`config.mk`:
```
export PLATFORM = sky130hd
export DESIGN_NAME = imm_decode_stage_flat
export DESIGN_NICKNAME = d
export VERILOG_FILES = /design/src/rtl/imm_pkg.sv /design/src/rtl/imm_decode_stage_if.sv /design/src/rtl/imm_decode_comb.sv /design/src/rtl/imm_decode_stage.sv /design/src/flat_wrapper.sv
export SDC_FILE = /design/constraint.sdc
export NUM_CORES = 1
export LEC_CHECK = 0
export BUFFER_PORTS_ARGS = -buffer_cell sky130_fd_sc_hd__clkbuf_2
export CORE_UTILIZATION = 45
export CTS_BUF_LIST = sky130_fd_sc_hd__clkbuf_16
export DETAILED_ROUTE_END_ITERATION = 10
export PLACE_DENSITY = 0.66
export REMOVE_ABC_BUFFERS = 1
export SLEW_MARGIN = 30
export SYNTH_ARGS = -nofsm -noshare
export SYNTH_HDL_FRONTEND = slang
export SYNTH_SLANG_ARGS = --single-unit
```
`constraint.sdc`:
```
create_clock -name clk -period 11.5 [get_ports clk]
set_input_delay 1.15 -clock clk [delete_from_list [all_inputs] [get_ports clk]]
set_output_delay 1.15 -clock clk [all_outputs]
set_load 0.005 [all_outputs]
```
`src/rtl/imm_pkg.sv`:
```
// Shared definitions for the immediate-decode stage: format codes and
// the major opcodes recognised by the decoder.
package imm_pkg;

    // Encoding format reported alongside every decoded instruction.
    typedef enum logic [2:0] {
        FMT_R   = 3'd0,
        FMT_I   = 3'd1,
        FMT_S   = 3'd2,
        FMT_B   = 3'd3,
        FMT_U   = 3'd4,
        FMT_J   = 3'd5,
        FMT_C   = 3'd6,
        FMT_ILL = 3'd7
    } fmt_e;

    // Major opcodes, inst[6:0].
    localparam logic [6:0] OPC_LOAD      = 7'b0000011;
    localparam logic [6:0] OPC_MISC_MEM  = 7'b0001111;
    localparam logic [6:0] OPC_OP_IMM    = 7'b0010011;
    localparam logic [6:0] OPC_AUIPC     = 7'b0010111;
    localparam logic [6:0] OPC_OP_IMM_32 = 7'b0011011;
    localparam logic [6:0] OPC_STORE     = 7'b0100011;
    localparam logic [6:0] OPC_OP        = 7'b0110011;
    localparam logic [6:0] OPC_LUI       = 7'b0110111;
    localparam logic [6:0] OPC_OP_32     = 7'b0111011;
    localparam logic [6:0] OPC_BRANCH    = 7'b1100011;
    localparam logic [6:0] OPC_JALR      = 7'b1100111;
    localparam logic [6:0] OPC_JAL       = 7'b1101111;
    localparam logic [6:0] OPC_SYSTEM    = 7'b1110011;

endpackage

```
`src/rtl/imm_decode_stage_if.sv`:
```
// Handshake bundle of the immediate-decode stage: upstream valid/ready with
// instruction and PC, downstream valid/ready with the decoded entry, and flush.
// The master modport is the environment side, the slave modport the stage.
interface imm_decode_stage_if
    import imm_pkg::*;
#(
    parameter int XLEN = 32
);
    logic            flush;

    logic            in_valid;
    logic            in_ready;
    logic [31:0]     in_inst;
    logic [XLEN-1:0] in_pc;

    logic            out_valid;
    logic            out_ready;
    logic [31:0]     out_inst;
    logic [XLEN-1:0] out_pc;
    logic [XLEN-1:0] out_imm;
    fmt_e            out_fmt;
    logic [XLEN-1:0] out_target;
    logic            out_illegal;

    modport master (
        output flush, in_valid, in_inst, in_pc, out_ready,
        input  in_ready, out_valid, out_inst, out_pc, out_imm, out_fmt,
               out_target, out_illegal
    );

    modport slave (
        input  flush, in_valid, in_inst, in_pc, out_ready,
        output in_ready, out_valid, out_inst, out_pc, out_imm, out_fmt,
               out_target, out_illegal
    );

endinterface

```
`src/rtl/imm_decode_comb.sv`:
```
// Purely combinational instruction classifier and immediate extractor.
// Optional compressed-instruction decode is enabled by defining IMM_RVC_EN;
// without it every encoding with inst[1:0] != 2'b11 is illegal.
module imm_decode_comb
    import imm_pkg::*;
#(
    parameter int XLEN = 32
) (
    input  logic [31:0]     inst,
    output logic [XLEN-1:0] imm,
    output fmt_e            fmt,
    output logic            illegal
);

    logic signed [31:0] imm32;
    logic [6:0]         opcode;

    assign opcode = inst[6:0];

`ifdef IMM_RVC_EN
    logic [15:0] ci;
    logic [2:0]  cf3;

    assign ci  = inst[15:0];
    assign cf3 = ci[15:13];
`endif

    // Classify the encoding, then assemble its immediate as a signed 32-bit value.
    always_comb begin
        // NOTE: every output of this block gets a default first, so no path can leave it unassigned and infer a latch.
        fmt   = FMT_ILL;
        imm32 = '0;
        if (inst[1:0] == 2'b11) begin
            case (opcode)
                OPC_LUI, OPC_AUIPC:   fmt = FMT_U;
                OPC_JAL:              fmt = FMT_J;
                OPC_JALR, OPC_LOAD, OPC_OP_IMM,
                OPC_MISC_MEM, OPC_SYSTEM:
                                      fmt = FMT_I;
                OPC_OP_IMM_32:        fmt = (XLEN == 64) ? FMT_I : FMT_ILL;
                OPC_STORE:            fmt = FMT_S;
                OPC_BRANCH:           fmt = FMT_B;
                OPC_OP:               fmt = FMT_R;
                OPC_OP_32:            fmt = (XLEN == 64) ? FMT_R : FMT_ILL;
                default:              fmt = FMT_ILL;
            endcase

            case (fmt)
                FMT_I:   imm32 = {{20{inst[31]}}, inst[31:20]};
                FMT_S:   imm32 = {{20{inst[31]}}, inst[31:25], inst[11:7]};
                FMT_B:   imm32 = {{19{inst[31]}}, inst[31], inst[7], inst[30:25],
                                  inst[11:8], 1'b0};
                FMT_U:   imm32 = {inst[31:12], 12'b0};
                FMT_J:   imm32 = {{11{inst[31]}}, inst[31], inst[19:12], inst[20],
                                  inst[30:21], 1'b0};
                default: imm32 = '0;
            endcase
        end else begin
`ifdef IMM_RVC_EN
            case (ci[1:0])
                2'b01: begin
                    case (cf3)
                        3'b000, 3'b010: begin
                            fmt   = FMT_C;
                            imm32 = {{26{ci[12]}}, ci[12], ci[6:2]};
                        end
                        3'b011: begin
                            if (ci[11:7] != 5'd0 && ci[11:7] != 5'd2) begin
                                fmt   = FMT_C;
                                imm32 = {{14{ci[12]}}, ci[12], ci[6:2], 12'b0};
                            end
                        end
                        3'b101: begin
                            fmt   = FMT_C;
                            imm32 = {{20{ci[12]}}, ci[12], ci[8], ci[10:9], ci[6],
                                     ci[7], ci[2], ci[11], ci[5:3], 1'b0};
                        end
                        3'b110, 3'b111: begin
                            fmt   = FMT_C;
                            imm32 = {{23{ci[12]}}, ci[12], ci[6:5], ci[2],
                                     ci[11:10], ci[4:3], 1'b0};
                        end
                        default: ;
                    endcase
                end
                2'b00: begin
                    if (cf3 == 3'b010 || cf3 == 3'b110) begin
                        fmt   = FMT_C;
                        imm32 = {25'b0, ci[5], ci[12:10], ci[6], 2'b0};
                    end
                end
                default: ;
            endcase
`endif
        end
    end

    assign illegal = (fmt == FMT_ILL);
    // Size cast of a signed value sign-extends to XLEN.
    assign imm     = XLEN'(imm32);

endmodule

```
`src/rtl/imm_decode_stage.sv`:
```
// Registered immediate-decode stage. Instructions are decoded on entry and
// held in a two-entry skid buffer (output register O, skid register K) so the
// stage sustains one instruction per cycle with a registered in_ready.
// Optional feature macro: IMM_RVC_EN (compressed-instruction decode).
module imm_decode_stage
    import imm_pkg::*;
#(
    parameter int XLEN = 32
) (
    input  logic              clk,
    input  logic              rst_n,
    imm_decode_stage_if.slave bus
);

    if (XLEN != 32 && XLEN != 64) begin : g_bad_xlen
        $error("imm_decode_stage: XLEN must be 32 or 64");
    end

    typedef struct packed {
        logic [31:0]     inst;
        logic [XLEN-1:0] pc;
        logic [XLEN-1:0] imm;
        logic [XLEN-1:0] target;
        fmt_e            fmt;
        logic            illegal;
    } entry_t;

    logic [XLEN-1:0] dec_imm;
    fmt_e            dec_fmt;
    logic            dec_illegal;
    entry_t          in_entry;

    entry_t o_q;
    entry_t k_q;
    logic   o_valid;
    logic   k_valid;
    logic   ready_q;

    logic   o_valid_d;
    logic   k_valid_d;
    logic   o_load_in;
    logic   o_load_k;
    logic   k_load;
    logic   accept;

    imm_decode_comb #(.XLEN(XLEN)) u_decode (
        .inst    (bus.in_inst),
        .imm     (dec_imm),
        .fmt     (dec_fmt),
        .illegal (dec_illegal)
    );

    assign in_entry = '{
        inst:    bus.in_inst,
        pc:      bus.in_pc,
        imm:     dec_imm,
        target:  bus.in_pc + dec_imm,
        fmt:     dec_fmt,
        illegal: dec_illegal
    };

    assign accept = bus.in_valid && ready_q;

    // Buffer control: flush wins, then refill O from K or the input, else park input in K.
    always_comb begin
        o_valid_d = o_valid;
        k_valid_d = k_valid;
        o_load_in = 1'b0;
        o_load_k  = 1'b0;
        k_load    = 1'b0;
        if (bus.flush) begin
            o_valid_d = 1'b0;
            k_valid_d = 1'b0;
        end else if (!o_valid || bus.out_ready) begin
            // O is free this cycle; K, if full, is older than any input
            // (and the input cannot be accepted while K is full).
            if (k_valid) begin
                o_load_k  = 1'b1;
                o_valid_d = 1'b1;
                k_valid_d = 1'b0;
            end else if (accept) begin
                o_load_in = 1'b1;
                o_valid_d = 1'b1;
            end else begin
                o_valid_d = 1'b0;
            end
        end else if (accept) begin
            k_load    = 1'b1;
            k_valid_d = 1'b1;
        end
    end

    // Valid flags, ready and the output register, all cleared by reset.
    always_ff @(posedge clk or negedge rst_n) begin
        // NOTE: sequential state uses non-blocking assignments so every flop samples pre-edge values.
        if (!rst_n) begin
            o_valid <= 1'b0;
            k_valid <= 1'b0;
            ready_q <= 1'b1;
            o_q     <= '{inst: '0, pc: '0, imm: '0, target: '0,
                         fmt: FMT_R, illegal: 1'b0};
        end else begin
            o_valid <= o_valid_d;
            k_valid <= k_valid_d;
            ready_q <= !k_valid_d;
            if (o_load_k) begin
                o_q <= k_q;
            end else if (o_load_in) begin
                o_q <= in_entry;
            end
        end
    end

    // Skid register payload, loaded only when O is stalled.
    always_ff @(posedge clk) begin
        // NOTE: K's payload is never visible unless k_valid is set, so it carries no reset.
        if (k_load) begin
            k_q <= in_entry;
        end
    end

    assign bus.in_ready    = ready_q;
    assign bus.out_valid   = o_valid;
    assign bus.out_inst    = o_q.inst;
    assign bus.out_pc      = o_q.pc;
    assign bus.out_imm     = o_q.imm;
    assign bus.out_target  = o_q.target;
    assign bus.out_fmt     = o_q.fmt;
    assign bus.out_illegal = o_q.illegal;

endmodule

```
`src/flat_wrapper.sv`:
```
// flat-port wrapper written by rule: the top's interface ports become plain ports
module imm_decode_stage_flat import imm_pkg::*;
#(
    parameter int XLEN = 32
)
  (clk, rst_n, bus_flush, bus_in_valid, bus_in_inst, bus_in_pc, bus_out_ready, bus_in_ready, bus_out_valid, bus_out_inst, bus_out_pc, bus_out_imm, bus_out_fmt, bus_out_target, bus_out_illegal);
  imm_decode_stage_if #(.XLEN(XLEN)) bus_i ();
  input  logic clk;
  input  logic rst_n;
  input wire logic [$bits(bus_i.flush)-1:0] bus_flush;
  input wire logic [$bits(bus_i.in_valid)-1:0] bus_in_valid;
  input wire logic [$bits(bus_i.in_inst)-1:0] bus_in_inst;
  input wire logic [$bits(bus_i.in_pc)-1:0] bus_in_pc;
  input wire logic [$bits(bus_i.out_ready)-1:0] bus_out_ready;
  output wire logic [$bits(bus_i.in_ready)-1:0] bus_in_ready;
  output wire logic [$bits(bus_i.out_valid)-1:0] bus_out_valid;
  output wire logic [$bits(bus_i.out_inst)-1:0] bus_out_inst;
  output wire logic [$bits(bus_i.out_pc)-1:0] bus_out_pc;
  output wire logic [$bits(bus_i.out_imm)-1:0] bus_out_imm;
  output wire logic [$bits(bus_i.out_fmt)-1:0] bus_out_fmt;
  output wire logic [$bits(bus_i.out_target)-1:0] bus_out_target;
  output wire logic [$bits(bus_i.out_illegal)-1:0] bus_out_illegal;
  assign bus_i.flush = bus_flush;
  assign bus_i.in_valid = bus_in_valid;
  assign bus_i.in_inst = bus_in_inst;
  assign bus_i.in_pc = bus_in_pc;
  assign bus_i.out_ready = bus_out_ready;
  assign bus_in_ready = bus_i.in_ready;
  assign bus_out_valid = bus_i.out_valid;
  assign bus_out_inst = bus_i.out_inst;
  assign bus_out_pc = bus_i.out_pc;
  assign bus_out_imm = bus_i.out_imm;
  assign bus_out_fmt = bus_i.out_fmt;
  assign bus_out_target = bus_i.out_target;
  assign bus_out_illegal = bus_i.out_illegal;
  imm_decode_stage #(.XLEN(XLEN)) u_core (.clk(clk), .rst_n(rst_n), .bus(bus_i));
endmodule
```
# Word level (Yosys, flattened, before mapping)
# Index checks and enable logic that the tools add are counted.
# word_totals
ff_bits,267
inputBits,69
out_inout_bits,134
wordCells,64
# op_classes
n_addsub,1
n_eq_ne,18
mux,22
reduce_logical,8
# op_table
operator,n
$mux 132,2
$pmux 32 s5,1
$add 32x32->32,1
$mux 32,1
$eq 7x7->1 const B,4
$eq 7x6->1 const B,3
$pmux 3 s6,1
$mux 1,15
$eq 7x5->1 const B,2
$eq 3x3->1 const B,3
$eq 7x2->1 const B,1
$eq 7x4->1 const B,1
$eq 3x2->1 const B,2
$mux 3,2
$reduce_or 5->1,1
$reduce_bool 2->1,2
$eq 3x1->1 const B,1
$eq 2x2->1 const B,1
$logic_not 1->1,2
$reduce_or 2->1,1
$logic_and 1x1->1,1
$logic_or 1x1->1,1

# Logic depth before layout (Yosys ltp)
# logic_depth
depth_word,10
mapped_depth,19
ltp_nobuf,18

# Cells and area by module
# Synthesis repeated with hierarchy kept, for this count alone.
# unflattened
cells_unflattened,1185
hier_area_um2,12308.1
# modules_own_cells
mod,n_inst,cells_per_inst,area_each_um2,seq_area_each_um2
imm_decode_stage,1,1087,11641.2,7343.3
imm_decode_comb,1,98,666.9,0.0

# Worst setup path after synthesis
# OpenSTA, ideal clock, no wires.
# synth_timing
path_type,input-to-reg
start,in bus_out_ready
end,"reg u_core.k_q[0] in the netlist's numbering, enable pin"
setup_time_ns,0.787
arrival_time_ns,10.318
t_required_ns,10.713
path_slack_ns,0.396
cell_stages,2
path_buffers,0
cell_sequence,nand2b_1 nor3_1
# synth_via
elab_chain_cells,3
# synth_rtl
element,line_no,rtl
from (decl),flat_wrapper.sv:14,input wire logic [$bits(bus_i.out_ready)-1:0] bus_out_ready;
$logic_or 1x1->1,imm_decode_stage.sv:74,end else if (!o_valid || bus.out_ready) begin
$mux 1,imm_decode_stage.sv:74,
$mux 1,imm_decode_stage.sv:71,if (bus.flush) begin
via u_core.k_load,imm_decode_stage.sv:43,logic k_load;
to (signal assigned),imm_decode_stage.sv:118,k_q <= in_entry;
to (decl),imm_decode_stage.sv:34,entry_t k_q;
# The timed path passes the listed nets, and every way through them passes these cells.
# A chain may end at the register's enable or synchronous reset.

# Final worst setup path
# layout_timing
start,in bus_in_inst[5]
end,"reg u_core.o_q, in the netlist u_core.bus.out_target[28]"
# layout_via
elab_chain_cells,10
word_cells_on_any_way,25
classes_between,add/sub: 1; eq/ne: 16; mux: 6; reduce/logical: 2
# layout_rtl
element,line_no,rtl
from (decl),flat_wrapper.sv:12,input wire logic [$bits(bus_i.in_inst)-1:0] bus_in_inst;
$eq 7x7->1 (tied with other cells),imm_decode_comb.sv:34,case (opcode)
$reduce_or 5->1 / $reduce_or 2->1 (equally long branches),imm_decode_comb.sv:34,
$pmux 3 s6 (*),imm_decode_comb.sv:34,
$mux 3 (*),imm_decode_comb.sv:33,if (inst[1:0] == 2'b11) begin
$eq 3x3->1 (tied with other cells),imm_decode_comb.sv:48,case (fmt)
$pmux 32 s5 (*),imm_decode_comb.sv:48,
$mux 32 (*),imm_decode_comb.sv:33,
via u_core.dec_imm[0],imm_decode_stage.sv:28,logic [XLEN-1:0] dec_imm;
$add 32x32->32 (*),imm_decode_stage.sv:57,"target: bus.in_pc + dec_imm,"
$mux 132 (*),imm_decode_stage.sv:108,end else if (o_load_in) begin
$mux 132 (*),imm_decode_stage.sv:106,if (o_load_k) begin
to (signal assigned),imm_decode_stage.sv:100,"o_q <= '{inst: '0, pc: '0, imm: '0, target: '0,"
to (signal assigned),imm_decode_stage.sv:107,o_q <= k_q;
to (signal assigned),imm_decode_stage.sv:109,o_q <= in_entry;
to (decl),imm_decode_stage.sv:33,entry_t o_q;
# The timed path passes the listed nets; every way through them passes the cells marked *. The select of a mux whose other input is x is not followed.

==> key figures <==
Die
  • Initial core utilization: 0.461
  • FP Rows: 59
  • CORE AREA: 26,100 µm²
  • Full die area: ~27,000 µm²
  • Die Span Y: between 150 and 200 µm
  • Io pins: a little over 200
  • Overall die width: about 170 µm

Synth
  • Register area share after synthesis: 0.610
  • Synth Register Bits: between 200 and 300
  • Top_reg_cell synth: dfrtp_1
  • Cell area after synthesis: around 12,000 µm²
  • Cells after Synth: about 1,100
  • Synth Warn #: 0
  • Avg Cell Area, Syn: 10.9 µm²
  • Number of synthesized flops with an enable pin: approximately 130
  • Post-synth ARST share: 0.506
  • Post-synthesis cell type count: 66

Clock tree
  • Clock Sink Count: 267
  • Inserted Clock Buffers: 29
  • Clock Pin Slew Worst Setup and Hold Paths: roughly 60 ps
  • Root buffer cell: clkbuf_16
  • Post-CTS setup repair buffer count: 0
  • Hold_buf cts: 0
  • Number of H-tree levels: 1
  • Clock latency on the worst-skew pair: 550 ps
  • Post-CTS sizing: 0
  • TritonCTS clock tree: yes
  • CTS Buffer Depth: 3

Timing
  • FMAX: between 200 and 250 MHz
  • Worst Skew: around 8.4 ps
  • Final Critical Period: approximately 4700 ps
  • Least-Margin Pin Slew: 960 ps
  • Post-route clock period utilization: 0.406
  • Final setup violation count: 0
  • Final Max Slew Viols: 0
  • TNS Setup: 0 ps
  • RSZ-0062 raised after global routing: false
  • Setup slack after layout: 6840 ps
  • Relative slew slack: 0.360
  • Final hold vios: 0

Pwr
  • Leakage: just over 6 nW
  • Max VDD drop: ~0.11 mV
  • Pwr per Cell Area: around 160 nW/µm²

Cells and area
  • Final Non-Filler Cells: roughly 1,600
  • Final Instance Area: around 14,000 µm²
  • Nets: about 1,400
  • Share of layout cells above drive strength 1: 0.222
  • Antenna diodes: 0
  • P&R area growth vs syn: 18.6%
  • Fillers: approximately 2,400

Global routing
  • Vias in the first global route: between 8,000 and 9,000
  • Initial antenna violation count: 0
  • GRT Total Usage: 0.222
  • Largest net degree at the start of global routing: around 130
  • First-pass GRT wire length: between 40,000 and 50,000 µm
  • GR Overflow Total: 0

Place
  • Pre-CTS WS: approximately 6400 ps
  • Placed insts: 1,581
  • GPL Wtd Cong: slightly below 0.9
  • Placed Area: ~13,000 µm²
  • Post-DP HPWL: 20,100 µm
  • Port Buf Inserts: approximately 200

Critical path
  • Crit-path max FO: 10
  • Setup crit end kind: flip-flop
  • Crit start category: input pin
  • Worst EP arrival: 5080 ps
  • Crit Path Class: in2reg
  • R2R depth: 7
  • Req. time, crit path: 11,920 ps

Detailed routing
  • Drt drc: 35
  • DRT Pass-1 Iters: 8
  • DR vias: 8,960
  • First-iteration detailed-routing DRC count: between 700 and 800
  • DRT antenna net count: 0
  • WL/cell: ~19 µm
  • Via density: around 5.5
  • Final wirelength: between 30,000 and 40,000 µm

Outcome
  • Outcome: finished with violations
  • Failing checks: DRC

Hold path
  • Worst Hold Class: reg2reg
  • Hold path depth: 2

Flow run
  • Max-cap viol count: 0
[state kept, by name, indices dropped and copies added, names as in the netlist]
register	cells
u_core.bus.out_fmt	3
u_core.bus.out_inst	32
u_core.bus.out_valid	1
u_core.k_valid	1
u_core.bus.out_illegal	1
u_core.bus.out_imm	32
u_core.bus.in_ready	1
u_core.bus.out_target	32
u_core.bus.out_pc	32
u_core.k_q	132
[where the power goes]
part	switching (W)	leakage (nW)	internal [W]	total [W]
sequential	0.0000408	2.77	0.00108	0.00112
clock	0.000377	0.460	0.000523	0.000900
combinational	0.000166	2.91	0.000119	0.000285
[routing by layer]
metal	up-vias	track usage	part of all wire
met5	-	0	0
met4	0	0.0533	0.022
met3	41	0.0415	0.058
met2	246	0.343	0.45
met1	4333	0.322	0.47
li1	4340	-	-
[through the flow]
step	power, W	utilization	hold WS (ps)
after floorplan	0.00128	-	473
final	0.00231	0.546	480
after global placement	0.00142	0.509	461
after CTS	0.00233	0.546	483
after global routing	0.00241	0.546	500
after detailed placement	0.00143	0.511	470
[cells in the final DEF, fill, tap and decap left out, types with 9 or more instances in the layout]
cell       count
xnor2_1       17
inv_1         16
dfrtp_1      134
o21ai_0       65
nand2_1      219
nor2_1        90
edfxtp_1     132
o21ai_1       16
clkbuf_16     29
buf_4          9
a21o_1        26
a21o_4        10
clkbuf_2     201
a31oi_1       67
o22ai_1       59
a21oi_1       32
ha_1          31
[Yosys cell counts, drive strengths merged, types with 4 or more instances]
library cell	count	area, µm²
dfrtp	134	3350
nand4	5	31.3
o21a	6	45.0
o21bai	7	52.6
and2b	5	37.5
o21ai	83	423
buf	16	97.6
xnor2	18	165
edfxtp	132	3960
a21boi	6	45.0
o211ai	4	30.0
clkbuf	52	196
o22ai	59	369
xor2	7	61.3
a31oi	67	419
nor3	6	30.0
or3	5	31.3
nand3	5	25.0
nand2	220	826
ha	31	388
a22o	4	35.0
and4	4	35.0
inv	11	41.3
and2	4	27.5
nand2b	5	31.3
a21oi	34	185
a21o	36	345
nor2b	8	57.6
nor2	93	359
[critical path, stage by stage]
cell,delay (ps)
clkbuf_2,200
inv_1,110
nor4b_4,580
nand2_1,140
o21ai_0,390
ha_1,280
inv_1,70
fa_1,390
nor2b_1,160
o2111ai_1,210
a21boi_1,310
o21ai_1,140
a21o_1,220
and2_1,190
o21ai_1,230
and4_1,240
nor3_1,60
[final timing paths]
check / startpoint / to / slack, ps
worst max-delay path: bus_in_inst[5] / u_core.bus.out_target[28]$_DFFE_PN0P_ / 6840
worst min-delay path: u_core.bus.out_target[12]$_DFFE_PN0P_ / u_core.bus.out_target[12]$_DFFE_PN0P_ / 480
worst max register to register: u_core.k_valid$_DFF_PN0_ / u_core.bus.out_imm[8]$_DFFE_PN0P_ / 8790
worst min register to register: u_core.bus.out_target[12]$_DFFE_PN0P_ / u_core.bus.out_target[12]$_DFFE_PN0P_ / 480
max in group asynchronous: rst_n / u_core.bus.out_target[18]$_DFFE_PN0P_ / 9640
min in group asynchronous: rst_n / u_core.bus.out_pc[3]$_DFFE_PN0P_ / 660
[final cells by class]
| cell class | count | area, µm² | share of cell area |
|---|---|---|---|
| inverters | 11 | 41.3 | 0.00289 |
| well taps | 335 | 419 | 0.0294 |
| flip-flops and latches | 267 | 7340 | 0.515 |
| clock inverters | 24 | 190 | 0.0133 |
| multi-input cells | 754 | 4390 | 0.308 |
| clock buffers | 29 | 726 | 0.0508 |
| repair buffers | 214 | 1160 | 0.0814 |
[kinds of logic after synthesis]
| family | share of synthesized area |
|---|---|
| AND/OR/NAND/NOR | 0.135 |
| AO/OA/AOI/OAI | 0.173 |
| flip-flops | 0.610 |
| buffers and inverters | 0.0279 |
| adder cells (fa/ha/maj) | 0.0339 |
| XOR/XNOR | 0.0188 |
| multiplexers | 0.00166 |
Power figures use the tool's default switching activity.
